===== src/rtl/riscv_pkg.sv =====
// Shared RISC-V decode definitions: opcode constants, immediate formats
// and the opcode-to-immediate-format lookup used by the decode stage.
package riscv_pkg;

   localparam logic [6:0] OP_IMM = 7'b0010011;
   localparam logic [6:0] LOAD   = 7'b0000011;
   localparam logic [6:0] JALR   = 7'b1100111;
   localparam logic [6:0] STORE  = 7'b0100011;
   localparam logic [6:0] BRANCH = 7'b1100011;
   localparam logic [6:0] LUI    = 7'b0110111;
   localparam logic [6:0] AUIPC  = 7'b0010111;
   localparam logic [6:0] JAL    = 7'b1101111;
   localparam logic [6:0] OP     = 7'b0110011;

   typedef enum logic [2:0] {
      IMM_NONE = 3'd0,
      IMM_I    = 3'd1,
      IMM_S    = 3'd2,
      IMM_B    = 3'd3,
      IMM_U    = 3'd4,
      IMM_J    = 3'd5
   } imm_type_t;

   // Immediate format carried by an opcode; R-type and unknown opcodes have none.
   function automatic imm_type_t imm_type_of(input logic [6:0] opcode);
      imm_type_t t;
      case (opcode)
         OP_IMM, LOAD, JALR: t = IMM_I;
         STORE:              t = IMM_S;
         BRANCH:             t = IMM_B;
         LUI, AUIPC:         t = IMM_U;
         JAL:                t = IMM_J;
         default:            t = IMM_NONE;
      endcase
      return t;
   endfunction

   // An opcode is recognised if it has an immediate format or is register-register.
   function automatic logic opcode_legal(input logic [6:0] opcode);
      return (imm_type_of(opcode) != IMM_NONE) || (opcode == OP);
   endfunction

endpackage


===== src/rtl/decode_stage_pipe_if.sv =====
// Bundle of the fetch-side, writeback, execute-hazard and ID/EX signals of
// the decode stage. The master drives the stage, the slave is the stage.
interface decode_stage_pipe_if #(
   parameter int XLEN = 32,
   parameter int RAW  = 5
);
   logic            in_valid;
   logic            in_ready;
   logic [31:0]     in_instr;
   logic [XLEN-1:0] in_pc;

   logic            wb_we;
   logic [RAW-1:0]  wb_rd;
   logic [XLEN-1:0] wb_data;

   logic            ex_is_load;
   logic [RAW-1:0]  ex_rd;

   logic            flush;

   logic            out_valid;
   logic            out_ready;
   logic [31:0]     out_instr;
   logic [XLEN-1:0] out_pc;
   logic [XLEN-1:0] out_a;
   logic [XLEN-1:0] out_b;
   logic [XLEN-1:0] out_imm;
   logic [2:0]      out_imm_type;
   logic [RAW-1:0]  out_rs1;
   logic [RAW-1:0]  out_rs2;
   logic [RAW-1:0]  out_rd;
   logic            out_illegal;

   modport master (
      output in_valid, in_instr, in_pc,
      output wb_we, wb_rd, wb_data,
      output ex_is_load, ex_rd, flush, out_ready,
      input  in_ready,
      input  out_valid, out_instr, out_pc, out_a, out_b, out_imm,
      input  out_imm_type, out_rs1, out_rs2, out_rd, out_illegal
   );

   modport slave (
      input  in_valid, in_instr, in_pc,
      input  wb_we, wb_rd, wb_data,
      input  ex_is_load, ex_rd, flush, out_ready,
      output in_ready,
      output out_valid, out_instr, out_pc, out_a, out_b, out_imm,
      output out_imm_type, out_rs1, out_rs2, out_rd, out_illegal
   );

endinterface


===== src/rtl/reg_file_bypass.sv =====
// Architectural register file: two combinational read ports, one write
// port, x0 hard-wired to zero, optional same-cycle write-through forwarding.
module reg_file_bypass #(
   parameter int XLEN      = 32,
   parameter int NREG      = 32,
   parameter int RAW       = 5,
   parameter int BYPASS_EN = 1
) (
   input  logic            clk2,
   input  logic            rst,
   input  logic            we,
   input  logic [RAW-1:0]  wa,
   input  logic [XLEN-1:0] wd,
   input  logic [RAW-1:0]  ra1,
   output logic [XLEN-1:0] rd1,
   input  logic [RAW-1:0]  ra2,
   output logic [XLEN-1:0] rd2
);

   logic [XLEN-1:0] mem [NREG];

   // x0 and addresses beyond NREG read as zero; a matching write can be forwarded.
   function automatic logic [XLEN-1:0] read_port(
      input logic [RAW-1:0]  ra,
      input logic            w_en,
      input logic [RAW-1:0]  w_addr,
      input logic [XLEN-1:0] w_data,
      input logic [XLEN-1:0] stored
   );
      logic [XLEN-1:0] v;
      v = '0;
      if (ra != '0 && int'(ra) < NREG) begin
         v = stored;
         if (BYPASS_EN != 0 && w_en && w_addr == ra) begin
            v = w_data;
         end
      end
      return v;
   endfunction

   // Writes land on the clock edge; x0 is never written so it stays zero.
   always_ff @(posedge clk2 or negedge rst) begin
      if (!rst) begin
         for (int i = 0; i < NREG; i++) begin
            mem[i] <= '0;
         end
      end else if (we && wa != '0 && int'(wa) < NREG) begin
         mem[wa] <= wd;
      end
   end

   // Both read ports see the stored value, or the writeback data when forwarding.
   always_comb begin
      rd1 = read_port(ra1, we, wa, wd, (int'(ra1) < NREG) ? mem[ra1] : '0);
      rd2 = read_port(ra2, we, wa, wd, (int'(ra2) < NREG) ? mem[ra2] : '0);
   end

endmodule


===== src/rtl/decode_stage_pipe.sv =====
// RISC-V integer decode stage: reads operands, builds the immediate and
// registers everything into the ID/EX boundary with valid/ready flow
// control, flush, load-use stalling and refresh of operands held in a stall.
module decode_stage_pipe
   import riscv_pkg::*;
#(
   parameter int XLEN      = 32,
   parameter int NREG      = 32,
   parameter int RAW       = 5,
   parameter int BYPASS_EN = 1
) (
   input logic                clk2,
   input logic                rst,
   decode_stage_pipe_if.slave bus
);

   logic [6:0]      opcode;
   logic [RAW-1:0]  rs1;
   logic [RAW-1:0]  rs2;
   logic [RAW-1:0]  rd;
   logic [XLEN-1:0] rs1_data;
   logic [XLEN-1:0] rs2_data;
   imm_type_t       imm_type;
   logic            is_r;
   logic            illegal;
   logic            uses_rs1;
   logic            uses_rs2;
   logic            hazard;
   logic            advance;
   logic [31:0]     imm32;
   logic [XLEN-1:0] imm_ext;

   logic            valid_q;
   logic [31:0]     instr_q;
   logic [XLEN-1:0] pc_q;
   logic [XLEN-1:0] a_q;
   logic [XLEN-1:0] b_q;
   logic [XLEN-1:0] imm_q;
   imm_type_t       imm_type_q;
   logic [RAW-1:0]  rs1_q;
   logic [RAW-1:0]  rs2_q;
   logic [RAW-1:0]  rd_q;
   logic            illegal_q;

   assign opcode   = bus.in_instr[6:0];
   assign rs1      = RAW'(bus.in_instr[19:15]);
   assign rs2      = RAW'(bus.in_instr[24:20]);
   assign rd       = RAW'(bus.in_instr[11:7]);
   assign imm_type = imm_type_of(opcode);
   assign is_r     = (opcode == OP);
   assign illegal  = !opcode_legal(opcode);
   assign uses_rs1 = is_r || imm_type == IMM_I || imm_type == IMM_S || imm_type == IMM_B;
   assign uses_rs2 = is_r || imm_type == IMM_S || imm_type == IMM_B;

   reg_file_bypass #(
      .XLEN      (XLEN),
      .NREG      (NREG),
      .RAW       (RAW),
      .BYPASS_EN (BYPASS_EN)
   ) u_reg_file (
      .clk2 (clk2),
      .rst  (rst),
      .we   (bus.wb_we),
      .wa   (bus.wb_rd),
      .wd   (bus.wb_data),
      .ra1  (rs1),
      .rd1  (rs1_data),
      .ra2  (rs2),
      .rd2  (rs2_data)
   );

   // Assemble the 32-bit immediate for the decoded format; B and J keep bit 0 clear.
   always_comb begin
      imm32 = '0;
      case (imm_type)
         IMM_I: imm32 = {{20{bus.in_instr[31]}}, bus.in_instr[31:20]};
         IMM_S: imm32 = {{20{bus.in_instr[31]}}, bus.in_instr[31:25], bus.in_instr[11:7]};
         IMM_B: imm32 = {{19{bus.in_instr[31]}}, bus.in_instr[31], bus.in_instr[7],
                         bus.in_instr[30:25], bus.in_instr[11:8], 1'b0};
         IMM_U: imm32 = {bus.in_instr[31:12], 12'b0};
         IMM_J: imm32 = {{11{bus.in_instr[31]}}, bus.in_instr[31], bus.in_instr[19:12],
                         bus.in_instr[20], bus.in_instr[30:21], 1'b0};
         default: imm32 = '0;
      endcase
   end

   assign imm_ext = XLEN'($signed(imm32));

   assign hazard  = bus.in_valid && bus.ex_is_load && (bus.ex_rd != '0) &&
                    ((uses_rs1 && bus.ex_rd == rs1) || (uses_rs2 && bus.ex_rd == rs2));
   assign advance = !valid_q || bus.out_ready;

   assign bus.in_ready = bus.flush || (advance && !hazard);

   // ID/EX register: flush beats a bubble beats a load; a stalled entry only has its operands refreshed.
   always_ff @(posedge clk2 or negedge rst) begin
      if (!rst) begin
         valid_q    <= 1'b0;
         instr_q    <= '0;
         pc_q       <= '0;
         a_q        <= '0;
         b_q        <= '0;
         imm_q      <= '0;
         imm_type_q <= IMM_NONE;
         rs1_q      <= '0;
         rs2_q      <= '0;
         rd_q       <= '0;
         illegal_q  <= 1'b0;
      end else if (bus.flush) begin
         valid_q <= 1'b0;
      end else if (advance && hazard) begin
         valid_q <= 1'b0;
      end else if (advance && bus.in_valid) begin
         valid_q    <= 1'b1;
         instr_q    <= bus.in_instr;
         pc_q       <= bus.in_pc;
         a_q        <= rs1_data;
         b_q        <= rs2_data;
         imm_q      <= imm_ext;
         imm_type_q <= imm_type;
         rs1_q      <= rs1;
         rs2_q      <= rs2;
         rd_q       <= rd;
         illegal_q  <= illegal;
      end else if (advance) begin
         valid_q <= 1'b0;
      end else begin
         if (bus.wb_we && bus.wb_rd != '0 && bus.wb_rd == rs1_q) begin
            a_q <= bus.wb_data;
         end
         if (bus.wb_we && bus.wb_rd != '0 && bus.wb_rd == rs2_q) begin
            b_q <= bus.wb_data;
         end
      end
   end

   assign bus.out_valid    = valid_q;
   assign bus.out_instr    = instr_q;
   assign bus.out_pc       = pc_q;
   assign bus.out_a        = a_q;
   assign bus.out_b        = b_q;
   assign bus.out_imm      = imm_q;
   assign bus.out_imm_type = imm_type_q;
   assign bus.out_rs1      = rs1_q;
   assign bus.out_rs2      = rs2_q;
   assign bus.out_rd       = rd_q;
   assign bus.out_illegal  = illegal_q;

endmodule


===== src/flat_wrapper.sv =====
// flat-port wrapper written by rule: the top's interface ports become plain ports
module decode_stage_pipe_flat import riscv_pkg::*;
#(
   parameter int XLEN      = 32,
   parameter int NREG      = 32,
   parameter int RAW       = 5,
   parameter int BYPASS_EN = 1
)
  (clk2, rst, bus_in_valid, bus_in_instr, bus_in_pc, bus_wb_we, bus_wb_rd, bus_wb_data, bus_ex_is_load, bus_ex_rd, bus_flush, bus_out_ready, bus_in_ready, bus_out_valid, bus_out_instr, bus_out_pc, bus_out_a, bus_out_b, bus_out_imm, bus_out_imm_type, bus_out_rs1, bus_out_rs2, bus_out_rd, bus_out_illegal);
  decode_stage_pipe_if #(.XLEN(XLEN), .RAW(RAW)) bus_i ();
  input logic clk2;
  input logic rst;
  input wire logic [$bits(bus_i.in_valid)-1:0] bus_in_valid;
  input wire logic [$bits(bus_i.in_instr)-1:0] bus_in_instr;
  input wire logic [$bits(bus_i.in_pc)-1:0] bus_in_pc;
  input wire logic [$bits(bus_i.wb_we)-1:0] bus_wb_we;
  input wire logic [$bits(bus_i.wb_rd)-1:0] bus_wb_rd;
  input wire logic [$bits(bus_i.wb_data)-1:0] bus_wb_data;
  input wire logic [$bits(bus_i.ex_is_load)-1:0] bus_ex_is_load;
  input wire logic [$bits(bus_i.ex_rd)-1:0] bus_ex_rd;
  input wire logic [$bits(bus_i.flush)-1:0] bus_flush;
  input wire logic [$bits(bus_i.out_ready)-1:0] bus_out_ready;
  output wire logic [$bits(bus_i.in_ready)-1:0] bus_in_ready;
  output wire logic [$bits(bus_i.out_valid)-1:0] bus_out_valid;
  output wire logic [$bits(bus_i.out_instr)-1:0] bus_out_instr;
  output wire logic [$bits(bus_i.out_pc)-1:0] bus_out_pc;
  output wire logic [$bits(bus_i.out_a)-1:0] bus_out_a;
  output wire logic [$bits(bus_i.out_b)-1:0] bus_out_b;
  output wire logic [$bits(bus_i.out_imm)-1:0] bus_out_imm;
  output wire logic [$bits(bus_i.out_imm_type)-1:0] bus_out_imm_type;
  output wire logic [$bits(bus_i.out_rs1)-1:0] bus_out_rs1;
  output wire logic [$bits(bus_i.out_rs2)-1:0] bus_out_rs2;
  output wire logic [$bits(bus_i.out_rd)-1:0] bus_out_rd;
  output wire logic [$bits(bus_i.out_illegal)-1:0] bus_out_illegal;
  assign bus_i.in_valid = bus_in_valid;
  assign bus_i.in_instr = bus_in_instr;
  assign bus_i.in_pc = bus_in_pc;
  assign bus_i.wb_we = bus_wb_we;
  assign bus_i.wb_rd = bus_wb_rd;
  assign bus_i.wb_data = bus_wb_data;
  assign bus_i.ex_is_load = bus_ex_is_load;
  assign bus_i.ex_rd = bus_ex_rd;
  assign bus_i.flush = bus_flush;
  assign bus_i.out_ready = bus_out_ready;
  assign bus_in_ready = bus_i.in_ready;
  assign bus_out_valid = bus_i.out_valid;
  assign bus_out_instr = bus_i.out_instr;
  assign bus_out_pc = bus_i.out_pc;
  assign bus_out_a = bus_i.out_a;
  assign bus_out_b = bus_i.out_b;
  assign bus_out_imm = bus_i.out_imm;
  assign bus_out_imm_type = bus_i.out_imm_type;
  assign bus_out_rs1 = bus_i.out_rs1;
  assign bus_out_rs2 = bus_i.out_rs2;
  assign bus_out_rd = bus_i.out_rd;
  assign bus_out_illegal = bus_i.out_illegal;
  decode_stage_pipe #(.XLEN(XLEN), .NREG(NREG), .RAW(RAW), .BYPASS_EN(BYPASS_EN)) u_core (.clk2(clk2), .rst(rst), .bus(bus_i));
endmodule

===== config.mk =====
export PLATFORM = sky130hd
export DESIGN_NAME = decode_stage_pipe_flat
export DESIGN_NICKNAME = d
export VERILOG_FILES = /design/src/rtl/riscv_pkg.sv /design/src/rtl/decode_stage_pipe_if.sv /design/src/rtl/reg_file_bypass.sv /design/src/rtl/decode_stage_pipe.sv /design/src/flat_wrapper.sv
export SDC_FILE = /design/constraint.sdc
export NUM_CORES = 2
export LEC_CHECK = 0
export BUFFER_PORTS_ARGS = -buffer_cell sky130_fd_sc_hd__buf_2
export CAP_MARGIN = 20
export CORE_MARGIN = 3
export CORE_UTILIZATION = 60
export CTS_CLUSTER_SIZE = 40
export DETAILED_ROUTE_END_ITERATION = 8
export HOLD_SLACK_MARGIN = 0.12
export PLACE_DENSITY_LB_ADDON = 0.1
export SYNTH_ARGS = -nofsm -noshare
export SYNTH_HDL_FRONTEND = slang
export SYNTH_SLANG_ARGS = --single-unit

===== constraint.sdc =====
create_clock -name clk2 -period 2.5 [get_ports clk2]
set_clock_uncertainty 0.15 [all_clocks]
set_input_delay 0.625 -clock clk2 [delete_from_list [all_inputs] [get_ports clk2]]
set_output_delay 0.625 -clock clk2 [all_outputs]
set_load 0.005 [all_outputs]

==> impl_metrics.csv <==
group,metric,value,unit
power_and_ir_drop,irDropWorstVdd,0.688,mV
yosys,synth_cells,4645,
yosys,synth_xor_area_frac,0.00419,
detailed_routing,drtAntennaViolNets,0,
yosys,synth_largest_area_cell,"dfrtp_1",
clock_tree,clockBufferDepth,3,
yosys,synth_compound_area_frac,0.0678,
placed_design,routabilityCongestion,0.873,
sta,final-setup-viol-count,1,
power_and_ir_drop,p_leak,34.4,nW
worst_setup_path,setup.worst_path.end_class,"primary output",
final_layout,nets,5291,
worst_setup_path,max_stage_delay,0.30,ns
sta,hold_viol_final,0,
final_layout,fin_cells,6646,
floorplan,row_count,117,
final_layout,fin_area,0.0756,sq mm
sta,maxSlewHeadroom,0.302,
detailed_routing,finalWirelength,207000,um
global_route,grt_pass1_wl,307000,um
worst_setup_path,critical_path_required,1.73,ns
yosys,syn_nets,4759,
placed_design,placed_area,0.0707,sq mm
global_route,antenna_found_initial,8,
yosys,synthAdderAreaFrac,0.000199,
yosys,yosysSeqAreaShare,0.474,
clock_tree,cts-root-buf,"clkbuf_16",
worst_setup_path,cp_top_family,"simple AND/OR/NAND/NOR gates",
sta,fmax,370,MHz
placed_design,dp_hpwl,134000,um
yosys,synth_warnings,0,
clock_tree,htree_levels,4,
clock_tree,cts_made_buffers,130,
floorplan,core_region_area,0.103,sq mm
yosys,ys_top_cells_by_count,"dfrtp_1, mux2_2, mux2i_1",
sta,final_max_slew_viol_count,0,
run_status,violations,"setup timing",
sta,tightestPinTransition,1.05,ns
placed_design,numPortBuffers,293,
global_route,grt-ovfl-total,0,
clock_tree,clock_latency,0.74,ns
floorplan,initial_core_util,0.610,
worst_setup_path,slowest_stage,"and4bb_1",
worst_setup_path,cp_num_buf_inv,2,
clock_tree,clk_pin_slew_worst_paths,0.06,ns
detailed_routing,avgViaCountPerCell,6.89,
yosys,async_flop_share,1.00,
detailed_routing,drtIter0Drc,4920,
hold_path,hold_path.class,"in -> reg",
yosys,synthMuxAreaShare,0.379,
yosys,synth_cell_type_count,66,
power_and_ir_drop,powerDensity,757,mW/mm^2
yosys,synthSimpleGateAreaFrac,0.0371,
run,cap_violations,0,
worst_setup_path,startpoint_type,"input port",
global_route,grtUsageTotal,0.383,
detailed_routing,dr.pass1.iters,6,
yosys,yosysMostFrequentCell,"dfrtp_1",
final_layout,drive_gt1_frac,0.482,
worst_setup_path,crit_arrival,1.92,ns
worst_setup_path,path_max_fanout,3,
sta,fin_crit_sh,1.08,
run_status,outcome,"complete, but fails checks",
worst_setup_path,worstPathCellList,"buf_8 -> and4bb_1 -> and3_4 -> nand4_1 -> a211oi_2 -> o21ai_1 -> buf_2",
detailed_routing,wl_per_cell,31.1,um
floorplan,die_h,329,um
final_layout,fill_cells,6797,
final_layout,area_delta_synth_final,20.6,%
detailed_routing,vias,45800,
yosys,postSynthAreaPerCell,13.5,sq um
final_layout,fin_util,0.736,
yosys,synth_top_flop_cell,"dfrtp_1",
placed_design,pre_cts_ws,-0.670,ns
clock_tree,cts_tree,"done",
floorplan,io_pins,294,
sta,setup_slack,-0.199,ns
yosys,netlist_area,0.0627,sq mm
floorplan,fp.dieW,329,um
global_route,grt_pass1_vias,46400,
global_route,grt_max_degree,72,
clock_tree,clock-sinks,1189,
worst_setup_path,criticalPathCategory,"in -> out",
yosys,synth_top_family_by_area,"multiplexers",
floorplan,dieArea,0.108,sq mm
yosys,synth_edf_count,0,
yosys,yosys-top-cells-area,"dfrtp_1, mux2_2, mux4_2",
detailed_routing,drc_errors,0,
placed_design,placed_cells,6354,
sta,rsz0062_at_grt,"true",
yosys,synth_top_area_frac,0.474,
yosys,synth-seq-cells,1189,
sta,fin_crit,2.70,ns
[power breakdown]
group	internal [W]	leakage (nW)	switching, W
sequential	0.0228	15.2	0.00275
combinational	0.00703	17.1	0.00507
clock	0.0116	2.15	0.00803
total	0.0414	34.4	0.0159
[cell type report]
| class | count | area, sq um | share of cell area |
|---|---|---|---|
| multi-input combinational | 2905 | 31200 | 0.413 |
| sequential | 1189 | 29800 | 0.393 |
| timing repair buffer | 909 | 8470 | 0.112 |
| clock buffer | 189 | 3920 | 0.0518 |
| tap | 1368 | 1710 | 0.0226 |
| clock inverter | 40 | 400 | 0.00529 |
| inverter | 42 | 163 | 0.00215 |
| antenna | 4 | 10.0 | 0.000132 |
[cells by family (layout without fill, tap and decap cells)]
family / after synthesis / after routing
muxes: 1810 / 1810
DFF: 1189 / 1189
AOI/OAI and AO/OA: 580 / 580
buffers and inverters: 551 / 1180
and+or+nand+nor: 484 / 484
xor gates and xnor gates: 30 / 30
adders and majority gates: 1 / 1
other: 0 / 4
[routing by layer]
layer	GRT usage	routed length, um	up-vias
met5	0	13	-
met4	0.169	9530	2
met3	0.0735	18600	551
met2	0.594	95900	2430
met1	0.531	82600	24100
li1	-	-	18700
[tightest hold or removal path, delay by kind of cell]
kind	cells	cell delay (ns)
buffers and inverters	2	0.21
multiplexers	1	0.13
[per-stage QoR]
stage	power, W	hold WS [ns]	TNS [ns]
floorplan	0.0331	0.179	-23.56
global placement	0.0370	0.231	-154.41
detailed placement	0.0376	0.234	-166.01
CTS	0.0572	0.133	-0.277
global route	0.0594	0.121	-0.292
finish	0.0572	0.113	-0.199
[path summary, 6_finish.rpt]
kind / cells past startpoint / endpoint / slack [ns] / startpoint
max: 7 / bus_in_ready / -0.20 / bus_in_instr[2]
min: 3 / u_core.bus.out_instr[2]$_DFFE_PN0P_ / 0.11 / bus_in_instr[2]
max reg2reg: 7 / u_core.bus.out_a[23]$_DFFE_PN0P_ / 0.06 / u_core.bus.out_valid$_DFFE_PN0P_
min reg2reg: 0 / u_core.u_reg_file.mem[994]$_DFFE_PN0P_ / 0.25 / u_core.u_reg_file.mem[994]$_DFFE_PN0P_
max in group asynchronous: 4 / u_core.u_reg_file.mem[181]$_DFFE_PN0P_ / 0.99 / rst
min in group asynchronous: 2 / u_core.u_reg_file.mem[814]$_DFFE_PN0P_ / 0.27 / rst
[layout by cell type, fill, tap and decap left out, drive strengths merged, types with 7 or more instances in the layout]
| cell type | instances |
|---|---|
| a211o | 31 |
| a211oi | 24 |
| a21oi | 117 |
| a221o | 60 |
| a221oi | 34 |
| a22o | 16 |
| a22oi | 86 |
| a311oi | 60 |
| a31oi | 8 |
| a32oi | 20 |
| and2 | 38 |
| buf | 855 |
| bufinv | 7 |
| clkbuf | 189 |
| clkinv | 30 |
| dfrtp | 1189 |
| dlygate4sd3 | 54 |
| inv | 44 |
| mux2 | 1066 |
| mux2i | 398 |
| mux4 | 346 |
| nand2 | 211 |
| nand3 | 48 |
| nand4 | 41 |
| nor2 | 69 |
| nor2b | 28 |
| nor3 | 7 |
| o211ai | 15 |
| o21ai | 74 |
| o22ai | 12 |
| xnor2 | 15 |
| xor2 | 15 |
[registers in the layout (all words and copies together), names as in the netlist]
name / flops
u_core.bus.out_imm: 32
u_core.bus.out_rs2: 4
u_core.bus.out_pc: 32
u_core.bus.out_a: 32
u_core.bus.out_instr: 20
u_core.u_reg_file.mem: 1024
u_core.bus.out_illegal: 1
u_core.bus.out_valid: 1
u_core.bus.out_rs1: 4
u_core.bus.out_b: 32
u_core.bus.out_imm_type: 3
u_core.bus.out_rd: 4
[repair_timing]
item	4_1_cts	5_1_grt
resized for setup	3	7
endpoints found under the setup margin	60	8
pin swaps	4	4
endpoints found under the hold margin	614	0
hold buffers	54	0
buffers inserted	3	3
No activity file was read; power rests on OpenSTA's default activity.
